--- config.mk ---
export PLATFORM = sky130hd
export DESIGN_NAME = hazard_ctrl_flat
export DESIGN_NICKNAME = d
export VERILOG_FILES = /design/src/rtl/hazard_ctrl_if.sv /design/src/rtl/hazard_ctrl.sv /design/src/flat_wrapper.sv
export SDC_FILE = /design/constraint.sdc
export NUM_CORES = 1
export LEC_CHECK = 0
export ABC_AREA = 1
export CAP_MARGIN = 20
export CORE_MARGIN = 4
export CORE_UTILIZATION = 31
export DETAILED_ROUTE_END_ITERATION = 10
export DONT_BUFFER_PORTS = 1
export GPL_TIMING_DRIVEN = 0
export HOLD_SLACK_MARGIN = 0.05
export REMOVE_ABC_BUFFERS = 1
export SLEW_MARGIN = 20
export SYNTH_ARGS = -nofsm -noshare
export SYNTH_HDL_FRONTEND = slang
export SYNTH_SLANG_ARGS = --single-unit
--- constraint.sdc ---
create_clock -name clk -period 2.6 [get_ports clk]
set_input_delay 0.52 -clock clk [delete_from_list [all_inputs] [get_ports clk]]
set_output_delay 0.52 -clock clk [all_outputs]
set_load 0.005 [all_outputs]
--- src/rtl/hazard_ctrl_if.sv ---
`default_nettype none
// ============================================================================
// Module   : hazard_ctrl_if
// Brief    : ID-stage decode, branch/halt requests and hazard-control outputs.
// Revision : 1.0  initial release
// ============================================================================
interface hazard_ctrl_if;
    logic        id_valid;
    logic [4:0]  id_rs1;
    logic [4:0]  id_rs2;
    logic        id_uses_rs2;
    logic [4:0]  id_rd;
    logic        id_reg_write;
    logic        id_mem_read;
    logic        ex_branch_taken;
    logic        halt_req;
    logic        pc_write;
    logic        if_id_write;
    logic        if_id_flush;
    logic        id_ex_bubble;
    logic [1:0]  fwd_a;
    logic [1:0]  fwd_b;
    logic        halt_ack;
    logic [15:0] stall_cnt;

    modport master (
        output id_valid, id_rs1, id_rs2, id_uses_rs2, id_rd, id_reg_write,
               id_mem_read, ex_branch_taken, halt_req,
        input  pc_write, if_id_write, if_id_flush, id_ex_bubble, fwd_a, fwd_b,
               halt_ack, stall_cnt
    );

    modport slave (
        input  id_valid, id_rs1, id_rs2, id_uses_rs2, id_rd, id_reg_write,
               id_mem_read, ex_branch_taken, halt_req,
        output pc_write, if_id_write, if_id_flush, id_ex_bubble, fwd_a, fwd_b,
               halt_ack, stall_cnt
    );
endinterface
`default_nettype wire

--- src/rtl/hazard_ctrl.sv ---
`default_nettype none
// ============================================================================
// Module   : hazard_ctrl
// Brief    : 5-stage pipeline hazard unit: load-use stall, forwarding, branch
//            flush and halt/drain sequencing.
// Revision : 1.0  initial release
// ============================================================================
module hazard_ctrl (
    input  wire logic     clk,
    input  wire logic     rst,
    hazard_ctrl_if.slave  bus
);
    localparam logic [1:0] S_RUN    = 2'd0;
    localparam logic [1:0] S_DRAIN  = 2'd1;
    localparam logic [1:0] S_HALTED = 2'd2;

    typedef struct packed {
        logic       valid;
        logic [4:0] rd;
        logic [4:0] rs1;
        logic [4:0] rs2;
        logic       uses_rs2;
        logic       reg_write;
        logic       mem_read;
    } stage_t;

    logic [1:0]  r_state;
    logic [1:0]  w_next_state;
    stage_t      r_ex;
    stage_t      r_mem;
    stage_t      r_wb;
    logic [15:0] r_stall_cnt;
    logic        w_lu;
    logic        w_count_stall;
    logic        w_bubble;

    // A producer in MEM is newer than one in WB, so it is tested first.
    function automatic logic [1:0] fwd_sel(input logic [4:0] src, input stage_t mem,
                                           input stage_t wb);
        if (mem.valid && mem.reg_write && (mem.rd != 5'd0) && (mem.rd == src))
            return 2'b10;
        else if (wb.valid && wb.reg_write && (wb.rd != 5'd0) && (wb.rd == src))
            return 2'b01;
        else
            return 2'b00;
    endfunction

    always_comb begin
        w_lu = r_ex.valid && r_ex.mem_read && (r_ex.rd != 5'd0) && bus.id_valid &&
               ((r_ex.rd == bus.id_rs1) || (bus.id_uses_rs2 && (r_ex.rd == bus.id_rs2)));

        bus.pc_write     = 1'b1;
        bus.if_id_write  = 1'b1;
        bus.if_id_flush  = 1'b0;
        w_bubble         = 1'b0;
        bus.halt_ack     = 1'b0;
        w_count_stall    = 1'b0;
        w_next_state     = r_state;

        if (!rst) begin
            case (r_state)
                S_RUN: begin
                    if (bus.ex_branch_taken) begin
                        bus.if_id_flush = 1'b1;
                        w_bubble        = 1'b1;
                    end else if (w_lu) begin
                        bus.pc_write    = 1'b0;
                        bus.if_id_write = 1'b0;
                        w_bubble        = 1'b1;
                        w_count_stall   = 1'b1;
                    end
                    if (bus.halt_req)
                        w_next_state = S_DRAIN;
                end
                S_DRAIN: begin
                    bus.pc_write    = 1'b0;
                    bus.if_id_write = 1'b0;
                    w_bubble        = 1'b1;
                    // A branch already in EX must still redirect fetch while draining.
                    if (bus.ex_branch_taken) begin
                        bus.pc_write    = 1'b1;
                        bus.if_id_flush = 1'b1;
                    end
                    if (!bus.halt_req)
                        w_next_state = S_RUN;
                    else if (!r_ex.valid && !r_mem.valid && !r_wb.valid)
                        w_next_state = S_HALTED;
                end
                S_HALTED: begin
                    bus.pc_write    = 1'b0;
                    bus.if_id_write = 1'b0;
                    w_bubble        = 1'b1;
                    bus.halt_ack    = 1'b1;
                    if (!bus.halt_req)
                        w_next_state = S_RUN;
                end
                default: w_next_state = S_RUN;
            endcase
        end
    end

    assign bus.id_ex_bubble = w_bubble;
    assign bus.fwd_a        = fwd_sel(r_ex.rs1, r_mem, r_wb);
    assign bus.fwd_b        = r_ex.uses_rs2 ? fwd_sel(r_ex.rs2, r_mem, r_wb) : 2'b00;
    assign bus.stall_cnt    = r_stall_cnt;

    always_ff @(posedge clk or posedge rst) begin
        if (rst) begin
            r_state     <= S_RUN;
            r_ex        <= '0;
            r_mem       <= '0;
            r_wb        <= '0;
            r_stall_cnt <= 16'd0;
        end else begin
            r_state         <= w_next_state;
            r_ex.valid      <= bus.id_valid & ~w_bubble;
            r_ex.rd         <= bus.id_rd;
            r_ex.rs1        <= bus.id_rs1;
            r_ex.rs2        <= bus.id_rs2;
            r_ex.uses_rs2   <= bus.id_uses_rs2;
            r_ex.reg_write  <= bus.id_reg_write;
            r_ex.mem_read   <= bus.id_mem_read;
            r_mem           <= r_ex;
            r_wb            <= r_mem;
            if (w_count_stall && (r_stall_cnt != 16'hFFFF))
                r_stall_cnt <= r_stall_cnt + 16'd1;
        end
    end
endmodule
`default_nettype wire
--- src/flat_wrapper.sv ---
// flat-port wrapper written by rule: the top's interface ports become plain ports
module hazard_ctrl_flat 
  (clk, rst, bus_id_valid, bus_id_rs1, bus_id_rs2, bus_id_uses_rs2, bus_id_rd, bus_id_reg_write, bus_id_mem_read, bus_ex_branch_taken, bus_halt_req, bus_pc_write, bus_if_id_write, bus_if_id_flush, bus_id_ex_bubble, bus_fwd_a, bus_fwd_b, bus_halt_ack, bus_stall_cnt);
  hazard_ctrl_if bus_i ();
  input  wire logic clk;
  input  wire logic rst;
  input wire logic [$bits(bus_i.id_valid)-1:0] bus_id_valid;
  input wire logic [$bits(bus_i.id_rs1)-1:0] bus_id_rs1;
  input wire logic [$bits(bus_i.id_rs2)-1:0] bus_id_rs2;
  input wire logic [$bits(bus_i.id_uses_rs2)-1:0] bus_id_uses_rs2;
  input wire logic [$bits(bus_i.id_rd)-1:0] bus_id_rd;
  input wire logic [$bits(bus_i.id_reg_write)-1:0] bus_id_reg_write;
  input wire logic [$bits(bus_i.id_mem_read)-1:0] bus_id_mem_read;
  input wire logic [$bits(bus_i.ex_branch_taken)-1:0] bus_ex_branch_taken;
  input wire logic [$bits(bus_i.halt_req)-1:0] bus_halt_req;
  output wire logic [$bits(bus_i.pc_write)-1:0] bus_pc_write;
  output wire logic [$bits(bus_i.if_id_write)-1:0] bus_if_id_write;
  output wire logic [$bits(bus_i.if_id_flush)-1:0] bus_if_id_flush;
  output wire logic [$bits(bus_i.id_ex_bubble)-1:0] bus_id_ex_bubble;
  output wire logic [$bits(bus_i.fwd_a)-1:0] bus_fwd_a;
  output wire logic [$bits(bus_i.fwd_b)-1:0] bus_fwd_b;
  output wire logic [$bits(bus_i.halt_ack)-1:0] bus_halt_ack;
  output wire logic [$bits(bus_i.stall_cnt)-1:0] bus_stall_cnt;
  assign bus_i.id_valid = bus_id_valid;
  assign bus_i.id_rs1 = bus_id_rs1;
  assign bus_i.id_rs2 = bus_id_rs2;
  assign bus_i.id_uses_rs2 = bus_id_uses_rs2;
  assign bus_i.id_rd = bus_id_rd;
  assign bus_i.id_reg_write = bus_id_reg_write;
  assign bus_i.id_mem_read = bus_id_mem_read;
  assign bus_i.ex_branch_taken = bus_ex_branch_taken;
  assign bus_i.halt_req = bus_halt_req;
  assign bus_pc_write = bus_i.pc_write;
  assign bus_if_id_write = bus_i.if_id_write;
  assign bus_if_id_flush = bus_i.if_id_flush;
  assign bus_id_ex_bubble = bus_i.id_ex_bubble;
  assign bus_fwd_a = bus_i.fwd_a;
  assign bus_fwd_b = bus_i.fwd_b;
  assign bus_halt_ack = bus_i.halt_ack;
  assign bus_stall_cnt = bus_i.stall_cnt;
  hazard_ctrl u_core (.clk(clk), .rst(rst), .bus(bus_i));
endmodule
==> flow_metrics.tcl <==
set metrics [dict create \
    ys_ff_latch 51 \
    num_antenna_cells 0 \
    gr-usage-all-layers 0.116 \
    synth_flop_cell "dfrtp_1" \
    worstMarginPinSlew_ps 662 \
    fill_cells 836 \
    fin_cells 420 \
    rsz0062_at_grt "no" \
    multi_input_area_um2 1150 \
    drt_iter0_markers 49 \
    grt_overflow 0 \
    async_reset_ff_frac 1.00 \
    antenna_found_initial 1 \
    synth.distinct_cells 33 \
    critPathMaxStageDelay_ps 410 \
    nets 342 \
    wl_per_cell_um 13.2 \
    coreArea_um2 8300 \
    netlist_instances 310 \
    hold_buffers 0 \
    crit_buf_inv 1 \
    drive_gt1_frac 0.0952 \
    hp-class "in -> async" \
    cp_top_family "flip-flops" \
    register_area_um2 1280 \
    grt_start_max_net_pins 54 \
    cts-resized-gates 0 \
    setup_viol 0 \
    hold_viol 0 \
    maxCapViolCount 0 \
    area_growth_pct 7.32 \
    start_util 0.323 \
    layout_common_cells "61 x nand2_1, 54 x inv_1, 51 x dfrtp_1, 25 x nor2_1, 23 x nand3_1" \
    finalCritPeriodShare 0.837 \
    postRouteAntennaNets 0 \
    path_cells "inv_1, ha_1, nor2_1, nor3_1, a21boi_0" \
    synth_edf_count 0 \
    syn_area_um2 2680 \
    ys_seq_area_frac 0.476 \
    cts.clk_slew.worst_paths_ps 100 \
    dp_cells 412 \
    die_x_um 101 \
    cpMaxStageDelayCell "dfrtp_1" \
    fmax_mhz 460 \
    num_vias 1940 \
    die_area_um2 10200 \
    cp-end-kind "output pin" \
    drtPass1Iterations 4 \
    crit_required_ps 2080 \
    cts_sinks 51 \
    final_common_cell "nand2_1" \
    ir_worst_vdd_uv 211 \
    cts_tree "done" \
    maxSlewViolCount 0 \
    grt_pass1_vias 1982 \
    setup.worst_path.class "reg -> out" \
    avgSynthCellArea_um2 8.66 \
    grt_pass1_wl_um 9340 \
    clockBufferDepth 2 \
    numCtsBuffers 5 \
    crit_path_start_kind "register" \
    die_h_um 101 \
    fp-row-count 33 \
    dp_hpwl_um 4320 \
    postCtsSetupRepairBufs 0 \
    gp_congestion 0.831 \
    p_per_area_nw_per_um2 563 \
    yosysWarnings 0 \
    cts_root_buffer "clkbuf_8" \
    fin_worst_skew_ps 10.7 \
    design_power_total_mw 1.62 \
    outcome "finished, final reports clean" \
    max-slew-margin-rel 0.559 \
    portBuffers 0 \
    period_minus_slack_ps 2180 \
    r2r_cells 8 \
    vias_per_cell 4.62 \
    power.leakage_nw 1.46 \
    htree_levels 2 \
    cp.arrival_ps 1660 \
    drc 0 \
    clock_latency_ps 310 \
    crit_fanout 4 \
    io_pins 48 \
    finalWirelength_um 5560 \
    cp.depth 5 \
]
path summary, 6_finish.rpt:
kind | to | from | slack [ps]
max | bus_id_ex_bubble | u_core.r_state[0]$_DFFE_PP0P_ | 420
min | u_core.r_state[0]$_DFFE_PP0P_ | rst | 150
max reg2reg | u_core.bus.stall_cnt[15]$_DFFE_PP0P_ | u_core.bus.stall_cnt[1]$_DFFE_PP0P_ | 570
min reg2reg | u_core.r_mem[1]$_DFF_PP0_ | u_core.r_ex[1]$_DFF_PP0_ | 360
max in group asynchronous | u_core.r_ex[13]$_DFF_PP0_ | rst | 1980
min in group clk | u_core.r_ex[15]$_DFF_PP0_ | bus_id_rd[2] | 220
cells in the mapped netlist (2+ instances only):
library cell  number  area share
nand2_1           61       0.085
inv_1             55       0.077
dfrtp_1           51        0.48
nor2_1            25       0.035
nand3_1           23       0.043
o21bai_1          16       0.045
nor3_1            11       0.021
xnor2_1           11       0.036
nand3_2           10       0.037
xor2_1             8       0.026
nand4_1            6       0.014
ha_1               5       0.023
inv_2              5      0.0070
o21ai_0            3      0.0056
a21oi_1            2      0.0037
cell families (layout without fill, tap and decap cells):
group           count (synthesis)  in the layout  share of synthesized area
flops                          51             51                      0.476
compound gates                 27             27                     0.0704
xor+xnor                       19             19                     0.0620
fa+ha+maj                       5              5                     0.0233
buf+inv                        63             68                     0.0960
simple gates                  145            145                      0.273
through the flow:
step	instance area, µm²	setup WS, ps	util	setup TNS (ps)	hold slack (ps)
2_1_floorplan	2650	268	-	0	331
4_1_cts	2880	404	0.347	0	185
3_3_place_gp	2780	-292	0.335	-556	335
6_report	2880	425	0.347	0	152
3_5_place_dp	2790	587	0.336	0	342
5_1_grt	2880	256	0.347	0	198
layout make-up:
| cell class | count | area share |
|---|---|---|
| Sequential cell | 51 | 0.443 |
| Tap cell | 105 | 0.0456 |
| Clock inverter | 3 | 0.00912 |
| Clock buffer | 5 | 0.0239 |
| Inverter | 60 | 0.0791 |
| Multi-Input combinational cell | 196 | 0.399 |
registers in the layout (all words and copies together), names as in the netlist:
register              cells
u_core.r_state            2
u_core.bus.stall_cnt     16
u_core.r_wb               7
u_core.r_mem              7
u_core.r_ex              19
power breakdown:
part	internal, mW	switching, mW	total, mW
Sequential	0.843	0.0470	0.890
Combinational	0.0898	0.150	0.239
Clock	0.199	0.293	0.492
layer usage:
metal  GRT usage  share of wire
met1       0.134           0.41
met2       0.197           0.50
met3      0.0429          0.064
met4      0.0419          0.019
met5           0         0.0013
worst reg2reg max path, cell delays in order, from the launching register on:
cell,delay [ps]
dfrtp_1,430
ha_1,210
nand3_1,130
inv_1,100
nand4_1,500
nand3_1,350
nor2_1,80
nand3_2,70
nand2_1,60
(Power assumes the default switching activity.)
